**src/rtl/imem_load_ctrl.sv**
```systemverilog
// imem_load_ctrl: freezes fetch while an external loader writes instruction memory, then redirects fetch to BOOT_PC
// Ports:
//   clk, rst_n                   clock, asynchronous active-low reset
//   ld_start                     enter load mode (sampled in RUN only)
//   ld_valid/ld_data/ld_last     loader word stream; ld_ready accepts it
//   hazard_stall -> stall_f      fetch stall (forced high while loading)
//   redirect, redirect_pc        fetch PC override to BOOT_PC
//   flush_d                      flush of the fetch/decode register
//   imem_we/imem_waddr/imem_wdata instruction-memory write port
//   word_count, overflow         words written / sticky dropped-word flag of the last load
//   load_done, busy              completion pulse / high outside RUN
module imem_load_ctrl #(
    parameter int          ADDR_WIDTH = 5,
    parameter logic [31:0] BOOT_PC    = 32'h0000_0000
) (
    input  logic                  clk,
    input  logic                  rst_n,
    input  logic                  ld_start,
    input  logic                  ld_valid,
    input  logic [31:0]           ld_data,
    input  logic                  ld_last,
    output logic                  ld_ready,
    input  logic                  hazard_stall,
    output logic                  stall_f,
    output logic                  redirect,
    output logic [31:0]           redirect_pc,
    output logic                  flush_d,
    output logic                  imem_we,
    output logic [ADDR_WIDTH-1:0] imem_waddr,
    output logic [31:0]           imem_wdata,
    output logic [ADDR_WIDTH:0]   word_count,
    output logic                  overflow,
    output logic                  load_done,
    output logic                  busy
);
    typedef enum logic [1:0] {REDIRECT, RUN, LOAD} state_t;
    state_t              state, state_nx;
    logic [ADDR_WIDTH:0] wc_nx;
    logic                ovf_nx, done_nx, hs, full;
    assign redirect_pc = BOOT_PC;
    always_ff @(posedge clk or negedge rst_n) begin
        if (!rst_n) begin
            state      <= REDIRECT;
            word_count <= '0;
            overflow   <= 1'b0;
            load_done  <= 1'b0;
        end else begin
            state      <= state_nx;
            word_count <= wc_nx;
            overflow   <= ovf_nx;
            load_done  <= done_nx;
        end
    end
    always_comb begin
        state_nx   = state;
        wc_nx      = word_count;
        ovf_nx     = overflow;
        done_nx    = 1'b0;
        hs         = (state == LOAD) && ld_valid;
        // MSB of word_count set means every memory word has been written
        full       = word_count[ADDR_WIDTH];
        redirect   = state == REDIRECT;
        flush_d    = state == REDIRECT;
        busy       = state != RUN;
        ld_ready   = state == LOAD;
        stall_f    = (state == LOAD) || ((state == RUN) && hazard_stall);
        imem_we    = hs && !full;
        imem_waddr = word_count[ADDR_WIDTH-1:0];
        imem_wdata = ld_data;
        case (state)
            REDIRECT: state_nx = RUN;
            RUN: if (ld_start) begin
                state_nx = LOAD;
                wc_nx    = '0;
                ovf_nx   = 1'b0;
            end
            LOAD: if (hs) begin
                if (full) ovf_nx = 1'b1;
                else wc_nx = word_count + 1'b1;
                if (ld_last) begin
                    state_nx = REDIRECT;
                    done_nx  = 1'b1;
                end
            end
            default: state_nx = REDIRECT;
        endcase
    end
endmodule

```
**config.mk**
```make
export PLATFORM = sky130hd
export DESIGN_NAME = imem_load_ctrl
export DESIGN_NICKNAME = d
export VERILOG_FILES = /design/src/rtl/imem_load_ctrl.sv
export SDC_FILE = /design/constraint.sdc
export NUM_CORES = 1
export LEC_CHECK = 0
export BUFFER_PORTS_ARGS = -buffer_cell sky130_fd_sc_hd__buf_2
export CORE_ASPECT_RATIO = 2
export CORE_MARGIN = 4
export CORE_UTILIZATION = 36
export DETAILED_ROUTE_END_ITERATION = 8
export PLACE_DENSITY = 0.95
export SYNTH_ARGS = -nofsm -noshare
export SYNTH_HDL_FRONTEND = slang
export SYNTH_SLANG_ARGS = --single-unit
```
**constraint.sdc**
```tcl
create_clock -name clk -period 2.3 [get_ports clk]
set_input_delay 0.46 -clock clk [delete_from_list [all_inputs] [get_ports clk]]
set_output_delay 0.46 -clock clk [all_outputs]
set_load 0.005 [all_outputs]
```
==> qor.yml <==
status: "completed"
cp_cell_sequence: "nor2b_1 > o21bai_1 > buf_2"
clock_sinks: 10
synth_enable_flop_cells: 0
crit_path_top_delay_cell: "dfrtp_1"
cts_setup_buffers: 0
dp_hpwl_mm: 1.53
ir_drop_mv: 0.251
setup_viol: 0
p_per_area_nw_per_um2: 847
critical_path_arrival_ns: 1.29
syn_inst: 120
grt_pass1_vias: 588
fin_crit_sh: 0.760
synth_flop_cell: "dfrtp_1"
placedCellCount: 134
yosysMostFrequentCell: "buf_4"
die_w_um: 45.6
ys_seq_area_frac: 0.246
fin_skew_ns: 0.00176
ys_seq_elements: 10
hold_violations: 0
synthTopCellsByArea: "buf_4 (52%), dfrtp_1 (25%), nand2_1 (3.0%)"
synthTopCellsByCount: "buf_4 (70), dfrtp_1 (10), nand2_1 (8), nor2_1 (4)"
critPathKind: "reg -> out"
diodes: 0
fin_total_pwr_w: 0.000681
ff_latch_area_um2: 250
multi_input_comb_area_um2: 345
wl_per_cell_um: 13.1
rsz0062_at_grt: "no"
coreArea_um2: 2740
synth_top_area_frac: 0.517
ant_nets: 0
wl_mm: 1.80
holdBufCountCts: 0
startpoint_type: "register"
grt_max_degree: 11
drive_above_1_share: 0.259
clock_latency_ns: 0.24
max-cap-violations: 0
ios: 121
avgSynthCellArea_um2: 8.47
tns_ns: 0
htree_levels: 1
slew_violations: 0
required_ns: 1.84
start_util: 0.371
synth_area_leader_cell: "buf_4"
worst_setup_path_end_kind: "output pin"
drcViolationCount: 0
rrSetupSlack_ns: 1.00
die_y_um: 83.1
num_vias: 615
dr.pass1.iters: 2
drt_iter0_drc: 4
antenna_found_initial: 0
grt_overflow: 0
grt_pass1_wl_mm: 2.62
die_area_um2: 3790
cts_made_buffers: 3
critPathMaxStageDelay_ns: 0.46
hold_class: "in -> async"
ys_types: 22
grt_usage: 0.0975
syn2layout_area_growth_pct: -20.8
max_freq_mhz: 572
place_congestion: 0.718
tritoncts: "done"
final_cells: 137
worstPathMaxFanout: 7
syn_area_um2: 1020
fillCellCount: 307
routed_via_density: 4.49
yosysWarnings: 0
cts_root_buf: "clkbuf_8"
path_clk_slew_ns: 0.04
min_period_ns: 1.75
final_nets: 149
p_leak_nw: 0.483
placementRows: 27
clockBufferDepth: 2
port_buffers: 24
ctsResizeCount: 0
async_flop_share: 1.00
power breakdown:
part           leakage, nW  switching, W  internal (W)
combinational        0.326      0.000125      0.000109
clock               0.0216     0.0000632      0.000114
sequential           0.135     0.0000595      0.000210
total                0.483      0.000248      0.000433
area by class of cell:
type	count	share of cell area
clock buffer	3	0.0513
timing repair buffer	24	0.149
inverter	3	0.0140
sequential	10	0.311
multi-input combinational	68	0.429
tap	29	0.0451
state kept, by name (all words and copies together), names as in the netlist:
register and count:
overflow 1, state 2, load_done 1, word_count 6
per-stage QoR:
stage	utilization	worst slack [ns]	instance area, um^2	hold WS (ns)
3_5_place_dp	0.279	0.782	763	0.331
2_1_floorplan	-	0.966	1130	0.164
4_1_cts	0.294	0.522	805	0.0777
5_1_grt	0.294	0.410	805	0.0950
3_3_place_gp	0.279	0.826	763	0.325
6_report	0.294	0.552	805	0.0742
worst paths after layout:
check / startpoint / endpoint / depth (start not counted)
worst max-delay path: state[1] / stall_f / 3
worst min-delay path: rst_n / word_count[0] / 1
worst max register to register: word_count[1] / word_count[4] / 4
worst min register to register: overflow / overflow / 2
max in group asynchronous: rst_n / load_done / 1
min in group clk: ld_start / state[0] / 2
worst max-delay path, delay by kind of cell, from the launching register on:
kind            cells  cell delay, ns
flops               1            0.46
simple gates        1            0.31
compound gates      1            0.15
buf+inv             1            0.13
kinds of logic after synthesis:
| logic type | share of synthesized area |
|---|---|
| adders and majority gates | 0.0123 |
| buffers and inverters | 0.528 |
| AOI/OAI and AO/OA | 0.0530 |
| other | 0.00369 |
| and+or+nand+nor | 0.147 |
| DFF | 0.246 |
| muxes | 0.00985 |
placed cells by master, fill, tap and decap left out:
master and count:
conb_1 32, buf_2 24, dfrtp_1 10, nand2_1 8, nor2_1 4, inv_1 3, nand3_1 3, o21ai_0 3
a21oi_1 3, clkbuf_8 3, or3_1 2, nand3b_1 2, nor2b_1 1, nand2b_1 1, nand4bb_4 1, o21bai_1 1
and3_1 1, and2_1 1, a32o_1 1, nand4b_1 1, mux2i_1 1, a31oi_1 1, ha_1 1
layer usage:
layer	vias to the layer above	wire, um	GRT usage	share of wire
li1	262	-	-	-
met2	58	786	0.145	0.44
met3	25	330	0.0239	0.18
met5	-	0	0	0
met1	270	464	0.0772	0.26
met4	0	218	0.144	0.12
(Power assumes the default switching activity.)
